===== src/rtl/pwm_pkg.sv =====
// Shared definitions for the PWM dead-time generator: channel state encoding,
// the default dead-time counter width and a level-to-side helper.
package pwm_pkg;

    typedef enum logic [1:0] {
        CH_OFF  = 2'd0,
        CH_LOW  = 2'd1,
        CH_DEAD = 2'd2,
        CH_HIGH = 2'd3
    } ch_state_e;

    localparam int DEAD_WIDTH_DEFAULT = 8;

    function automatic ch_state_e side_of(input logic level);
        return level ? CH_HIGH : CH_LOW;
    endfunction

endpackage


===== src/rtl/pwm_deadtime_channel.sv =====
// One half-bridge channel: OFF/LOW/DEAD/HIGH state machine with dead-time counter.
// Drives are decoded from the state register only, so high and low can never overlap.
module pwm_deadtime_channel
    import pwm_pkg::*;
#(
    parameter int DEAD_WIDTH = DEAD_WIDTH_DEFAULT
) (
    input  logic                  clk,
    input  logic                  rst,
    input  logic                  active_i,
    input  logic                  pwm_in_i,
    input  logic [DEAD_WIDTH-1:0] dead_time_i,
    output logic                  pwm_high_o,
    output logic                  pwm_low_o,
    output logic                  out_en_o
);

    localparam logic [DEAD_WIDTH-1:0] CNT_ZERO = DEAD_WIDTH'(0);
    localparam logic [DEAD_WIDTH-1:0] CNT_ONE  = DEAD_WIDTH'(1);

    ch_state_e             state_q, state_d;
    logic [DEAD_WIDTH-1:0] cnt_q, cnt_d;

    // State and counter registers
    always_ff @(posedge clk) begin
        if (rst) begin
            state_q <= CH_OFF;
            cnt_q   <= CNT_ZERO;
        end else begin
            state_q <= state_d;
            cnt_q   <= cnt_d;
        end
    end

    // Next-state logic; deadTime is only sampled when a gap is started
    always_comb begin
        state_d = state_q;
        cnt_d   = cnt_q;
        if (!active_i) begin
            state_d = CH_OFF;
            cnt_d   = CNT_ZERO;
        end else begin
            case (state_q)
                CH_OFF: begin
                    if (dead_time_i == CNT_ZERO) begin
                        state_d = side_of(pwm_in_i);
                    end else begin
                        state_d = CH_DEAD;
                        cnt_d   = dead_time_i;
                    end
                end
                CH_LOW, CH_HIGH: begin
                    if (side_of(pwm_in_i) == state_q) begin
                        state_d = state_q;
                    end else if (dead_time_i == CNT_ZERO) begin
                        state_d = side_of(pwm_in_i);
                    end else begin
                        state_d = CH_DEAD;
                        cnt_d   = dead_time_i;
                    end
                end
                CH_DEAD: begin
                    // A zero count here is unreachable; treat it as expired rather than wrap
                    if (cnt_q <= CNT_ONE) begin
                        state_d = side_of(pwm_in_i);
                        cnt_d   = CNT_ZERO;
                    end else begin
                        cnt_d   = cnt_q - CNT_ONE;
                    end
                end
                default: begin
                    state_d = CH_OFF;
                    cnt_d   = CNT_ZERO;
                end
            endcase
        end
    end

    assign pwm_high_o = (state_q == CH_HIGH);
    assign pwm_low_o  = (state_q == CH_LOW);
    assign out_en_o   = (state_q != CH_OFF);

endmodule


===== src/rtl/pwm_deadtime_gen.sv =====
// Multi-channel PWM dead-time generator with optional fault latch.
// Define PWM_DEADTIME_FAULT_EN to add fault / faultClear / faultActive.
module pwm_deadtime_gen
    import pwm_pkg::*;
#(
    parameter int OUTPUTS    = 4,
    parameter int DEAD_WIDTH = DEAD_WIDTH_DEFAULT
) (
    input  logic                  clk,
    input  logic                  rst,
`ifdef PWM_DEADTIME_FAULT_EN
    input  logic                  fault,
    input  logic                  faultClear,
    output logic                  faultActive,
`endif
    input  logic                  enable,
    input  logic [DEAD_WIDTH-1:0] deadTime,
    input  logic [OUTPUTS-1:0]    pwm_en,
    input  logic [OUTPUTS-1:0]    pwm_in,
    output logic [OUTPUTS-1:0]    pwm_high,
    output logic [OUTPUTS-1:0]    pwm_low,
    output logic [OUTPUTS-1:0]    pwm_outEn
);

    logic force_off_s;

`ifdef PWM_DEADTIME_FAULT_EN
    logic fault_active_q, fault_active_d;

    // Fault latch register
    always_ff @(posedge clk) begin
        if (rst) begin
            fault_active_q <= 1'b0;
        end else begin
            fault_active_q <= fault_active_d;
        end
    end

    // A live fault wins over a simultaneous clear
    always_comb begin
        fault_active_d = fault_active_q;
        if (fault) begin
            fault_active_d = 1'b1;
        end else if (faultClear) begin
            fault_active_d = 1'b0;
        end else begin
            fault_active_d = fault_active_q;
        end
    end

    // The raw fault is included so channels drop at the same edge the latch sets
    assign force_off_s = fault | fault_active_q;
    assign faultActive = fault_active_q;
`else
    assign force_off_s = 1'b0;
`endif

    for (genvar g = 0; g < OUTPUTS; g++) begin : g_ch
        pwm_deadtime_channel #(
            .DEAD_WIDTH (DEAD_WIDTH)
        ) u_ch (
            .clk         (clk),
            .rst         (rst),
            .active_i    (enable & pwm_en[g] & ~force_off_s),
            .pwm_in_i    (pwm_in[g]),
            .dead_time_i (deadTime),
            .pwm_high_o  (pwm_high[g]),
            .pwm_low_o   (pwm_low[g]),
            .out_en_o    (pwm_outEn[g])
        );
    end

endmodule


===== config.mk =====
export PLATFORM = sky130hd
export DESIGN_NAME = pwm_deadtime_gen
export DESIGN_NICKNAME = d
export VERILOG_FILES = /design/src/rtl/pwm_pkg.sv /design/src/rtl/pwm_deadtime_channel.sv /design/src/rtl/pwm_deadtime_gen.sv
export SDC_FILE = /design/constraint.sdc
export NUM_CORES = 1
export LEC_CHECK = 0
export ABC_CLOCK_PERIOD_IN_PS = 4600
export CELL_PAD_IN_SITES_DETAIL_PLACEMENT = 0
export CELL_PAD_IN_SITES_GLOBAL_PLACEMENT = 1
export CORE_ASPECT_RATIO = 1.4
export CORE_UTILIZATION = 45
export CTS_CLUSTER_DIAMETER = 100
export DETAILED_ROUTE_END_ITERATION = 10
export GPL_TIMING_DRIVEN = 1
export PLACE_DENSITY_LB_ADDON = 0.1
export SYNTH_ARGS = -nofsm -noshare
export SYNTH_HDL_FRONTEND = slang
export SYNTH_SLANG_ARGS = --single-unit

===== constraint.sdc =====
create_clock -name clk -period 4.6 [get_ports clk]
set_input_delay 0.92 -clock clk [delete_from_list [all_inputs] [get_ports clk]]
set_output_delay 0.92 -clock clk [all_outputs]
set_load 0.01 [all_outputs]

* Word level (Yosys, flattened, before mapping)
Cells that the tools add are included.
Cells by class: eq/ne operators 24, bitwise gates (word level) 8, reductions and logical operators 21, magnitude comparators 4, muxes and demuxes 36, add/subtract/negate cells 4
Operator list (number):
- two-way mux 8 bit | 12
- one-hot mux 8 bit (3 select lines) | 4
- less-or-equal comparator 8 x 1 -> 1 bit (second input constant) | 4
- two-way mux 2 bit | 16
- subtractor 8 x 1 -> 8 bit (second input constant) | 4
- one-hot mux 2 bit (3 select lines) | 4
- == test 2 bit (second input constant) | 8
- OR reduction 2 bit | 8
- == test 2 x 1 -> 1 bit (second input constant) | 4
- == test 2 bit | 4
- zero test 2 bit | 4
- zero test 8 bit | 1
- inequality test 2 x 1 -> 1 bit (second input constant) | 4
- inequality test 2 bit (second input constant) | 4
- AND reduction 2 bit | 4
- nonzero test 2 bit | 4
- bitwise AND 1 bit | 4
- inverter 1 bit | 4
Word-level totals: logic and storage cells 105, output and inout bits 12, bits in registers 40

* Depth between registers and ports, before layout
depth after elaboration 4, depth in mapped cells 8

* Modules after synthesis
Synthesis repeated with hierarchy kept, for this count alone.
Unflattened totals: cell total of the unflattened synthesis 376, area total of the unflattened synthesis 2832.7 µm²
Modules (own cells, without submodules):
- pwm_deadtime_channel | times used 4, cells each 93, seq. area each 200.2 µm², area an instance 701.9 µm²
- pwm_deadtime_gen | times used 1, cells each 4, seq. area each 0.0 µm², area an instance 25.0 µm²

* Least setup slack after synthesis
OpenSTA, ideal clock, no wires.
path kind in2reg, start point in deadTime[7], end point reg g_ch[2].u_ch.cnt_q[0], required time 4.470 ns, data arrival time 2.179 ns, library setup time 0.130 ns, stages on the path 7, slack 2.291 ns, cells stage by stage clkbuf_1 > nor4_4 > nand2_4 > o211a_1 > clkbuf_1 > o21ai_0 > a21oi_1
On the way: word-level cells in the longest chain between the ends 4
RTL lines:
- start: declaration | RTL line pwm_deadtime_gen.sv:17 | input logic [DEAD_WIDTH-1:0] deadTime,
- zero test 8 bit * | RTL line pwm_deadtime_channel.sv:45, pwm_deadtime_channel.sv:55
- two-way mux 8 bit *
- two-way mux 8 bit
- one-hot mux 8 bit (3 select lines) *
- end signal: assignment | RTL line pwm_deadtime_channel.sv:31 | cnt_q <= cnt_d;
- end: declaration | RTL line pwm_deadtime_channel.sv:22 | logic [DEAD_WIDTH-1:0] cnt_q, cnt_d;
Mark *: on every way between the ends. The rest lies on a longest branch, timed or not. The select of a mux whose other input is x is not followed. A chain may end at the register's enable or synchronous reset.

* Final worst setup path
start point in deadTime[3], end point reg g_ch[2].u_ch.cnt_q[3]
On the way: word-level cells in the longest chain between the ends 4
RTL lines:
- zero test 8 bit | RTL line pwm_deadtime_channel.sv:45, pwm_deadtime_channel.sv:55
- two-way mux 8 bit * | RTL line pwm_deadtime_channel.sv:45, pwm_deadtime_channel.sv:55
- two-way mux 8 bit | RTL line pwm_deadtime_channel.sv:53 | if (side_of(pwm_in_i) == state_q) begin
- one-hot mux 8 bit (3 select lines) * | RTL line pwm_deadtime_channel.sv:43 | case (state_q)
Marks and branches as above.

==> key figures <==
Placed design
  • Input/output buffers: 30
  • Global placement routability congestion: 0.879
  • Total instance count after detailed placement: 488
  • DP Wirelength: 5.97 mm

Logic synthesis
  • Number of warnings printed during yosys synthesis: 0
  • Number of flops mapped to enable cells by yosys: 0
  • Cell with the most instances after synthesis: sky130_fd_sc_hd__nand2_1
  • Fraction of the mapped netlist area in simple logic gates: 27.6%
  • Fraction of the mapped netlist area in adder cells: 3.29%
  • Biggest area contributors in the synthesized netlist: sky130_fd_sc_hd__dfxtp_1 26%, sky130_fd_sc_hd__a21oi_1 7.7%, sky130_fd_sc_hd__nand2_1 5.9%
  • Synthesized-area fraction occupied by xor and xnor cells: 0.863%
  • Leading cell types by count after synthesis: 48 x sky130_fd_sc_hd__nand2_1, 47 x sky130_fd_sc_hd__a21oi_1, 40 x sky130_fd_sc_hd__dfxtp_1
  • Compound-Gate Fraction of Synth Area: 34.5%
  • Netlist cell types: 59
  • #FFs+latches synth: 40
  • Primary FF master, synth: sky130_fd_sc_hd__dfxtp_1
  • Synth Net Count: 440
  • Average size of a mapped cell: 7.37 um^2
  • Cells after synthesis: 413
  • Ys async rst share: 0%
  • Sequential area share after synthesis: 26.3%
  • Synth Cell Area: 3050 um^2
  • Fraction of synthesized area in multiplexers: less than 1%
  • Cell type with the highest aggregate area in the netlist: sky130_fd_sc_hd__dfxtp_1
  • Fraction of synthesized cell area taken by the top area cell type: 26.3%
  • Main combinational cell family by area after synthesis: compound AO/OA/AOI/OAI gates

Job
  • Count of maximum capacitance violations: 0

Clock tree
  • Buffers inserted during post-CTS setup optimization: 0
  • CTS root buffer: sky130_fd_sc_hd__clkbuf_8
  • Post-cts resize count: 0
  • TritonCTS Buffers: 5
  • Count of H-tree levels built during CTS: 2
  • Clock transition at path regs: about 0.080 ns
  • Skew-Pair Late Insertion Delay: 0.31 ns
  • CTS tree: done
  • Worst-case clock buffer depth: 2
  • Sink count of the clock tree: 40
  • Number of buffers inserted by hold repair at cts: 0

Final layout
  • Ratio of cells with drive above 1 in the final layout: 7.35%
  • Multi-input gate area in the final layout: 2030 um^2
  • Filler Cells Inserted: 680
  • Final nets: 448
  • Area Overhead vs Synth: 11.5%
  • Antenna diode count: 0
  • Final Instance Count excl. Fillers: 496
  • Area taken by flip-flops and latches: 801 um^2

Die
  • FP Rows: 35
  • Die X-Extent: slightly above 70 um
  • Core ar.: 6570 um^2
  • Count of pins on the block boundary: 31
  • Die outline area: 7100 um^2
  • Die height: 99.3 um
  • Initial Util: about 46%

STA
  • Period utilization: between 60% and 70%
  • Sum of negative setup slack: 0 ns
  • Number of max-slew violations in the final report: 0
  • Final Critical Period: 3.01 ns
  • Final Setup Violations: 0
  • Worst hold margin: 0.484 ns
  • Maximum clock rate: 332 MHz
  • Max Clock Skew: around 0.015 ns
  • Hold violation count in the final report: 0
  • Setup repair after global routing missed its margin: false
  • Tightest Pin Transition: 0.627 ns
  • Relative max-transition margin: between 50% and 60%

Hold path
  • Path category of the worst min-delay check: reg2reg
  • Worst hold start: g_ch[1].u_ch.cnt_q[7]

Worst setup path
  • Critical path peak fanout: 18
  • Worst reg2reg path depth: 4
  • Setup CP Type: in2reg
  • Startpoint of the worst setup timing path: deadTime[3]
  • Flop2flop setup slack: 2.53 ns
  • Crit path to: g_ch[2].u_ch.cnt_q[3]
  • R2r endpoint: g_ch[3].u_ch.cnt_q[2]
  • Worst Setup Start Kind: primary input
  • Sort of element at the end of the critical path: flip-flop
  • Reg-to-reg critical path startpoint: g_ch[3].u_ch.state_q[1]
  • Required time of the critical path: slightly below 5 ns
  • Arrival time at the worst endpoint: 3.24 ns

GRT
  • Vias in the first global route: 2838
  • Global-route total usage across every layer: 24.9%
  • Overflow left after global routing: 0
  • Largest net degree at the start of global routing: 19
  • Wire length of the first global-routing pass: roughly 14 mm
  • Antenna violations before repair: 0

Routing
  • Overall via count from detail_route: 3056
  • Avg WL per Cell: 17.0 um
  • Number of iterations in the first detailed-routing pass: 4
  • ANT nets after route: 0
  • Number of design-rule violations left by the first detailed-router iteration: around 260
  • Post-detailed-route via-to-cell ratio: between 6 and 7
  • Total routed wirelength: 8.42 mm
  • DRC violation count after routing: 0

Power
  • Worst vdd rail ir drop: approximately 0.17 mV
  • Leakage power of the design: 0.00129 uW
  • Power Dens Cells: 248 nW/um^2

Run status
  • Result of the run: complete, no violations
registers in the layout, summed over array words and instances (netlist names):
| name | cells |
|---|---|
| g_ch.u_ch.state_q | 8 |
| g_ch.u_ch.cnt_q | 32 |
area by class of cell:
type                       instances  share of cell area, %
tap                               74                   2.73
timing repair buffer              31                   9.06
sequential                        40                   23.6
inverter                          15                   1.66
multi-input combinational        328                   59.7
clock inverter                     3                   1.25
clock buffer                       5                   2.03
worst max-delay path, cell delays in order:
cell	delay (ns)
sky130_fd_sc_hd__clkdlybuf4s50_1	0.64
sky130_fd_sc_hd__nor4_4	0.63
sky130_fd_sc_hd__nand2_4	0.27
sky130_fd_sc_hd__o211ai_1	0.45
sky130_fd_sc_hd__o21ai_0	0.16
sky130_fd_sc_hd__a21oi_1	0.17
cells in the final DEF (no fill, tap or decap), drive strengths merged, types with 3 or more instances in the layout:
cell and n:
a211oi 14, a21o 4, a21oi 47, a22oi 4
a31oi 14, and2 7, clkbuf 5, clkdlybuf4s50 30
dfxtp 40, ha 8, inv 15, nand2 49
nand2b 14, nand3 6, nor2 32, nor2b 7
nor3 17, nor4 5, o211ai 4, o21a 5
o21ai 29, o311ai 4, o31ai 7, o41ai 3
or2 7, or3 7
power by group:
group          internal [uW]  switching (uW)
clock network            161             144
registers                356            16.5
logic                   72.5            91.3
total                    590             251
worst min path at each step:
stage	end	slack [ns]	cells past startpoint
5_1_grt	g_ch[1].u_ch.cnt_q[7]	0.51	2
4_1_cts	g_ch[1].u_ch.cnt_q[7]	0.48	2
6_report	g_ch[1].u_ch.cnt_q[7]	0.48	2
2_1_floorplan	g_ch[1].u_ch.cnt_q[7]	0.45	2
3_3_place_gp	g_ch[1].u_ch.cnt_q[7]	0.46	2
3_5_place_dp	g_ch[1].u_ch.cnt_q[7]	0.47	2
stage by stage:
step                      util [%]  total power, uW  cell area [um^2]  setup WS, ns
after floorplan                  -              489              3050          2.29
after global placement        50.0              544              3280          1.43
after detailed placement      50.0              544              3280          1.33
after CTS                     51.7              847              3400          1.64
after global routing          51.7              880              3400          1.40
final                         51.7              841              3400          1.59
layer usage:
metal,vias up,track usage (%),wire (um)
met5,-,0,0
met4,0,7.84,100
met3,10,3.75,285
met2,73,41.9,4270
met1,1444,32.6,3760
li1,1529,-,-
logic make-up after synthesis:
logic type	Yosys count
xor+xnor	3
buf+inv	45
compound gates	154
simple gates	162
mux	1
fa+ha+maj	8
flops	40
(Power assumes the default switching activity.)
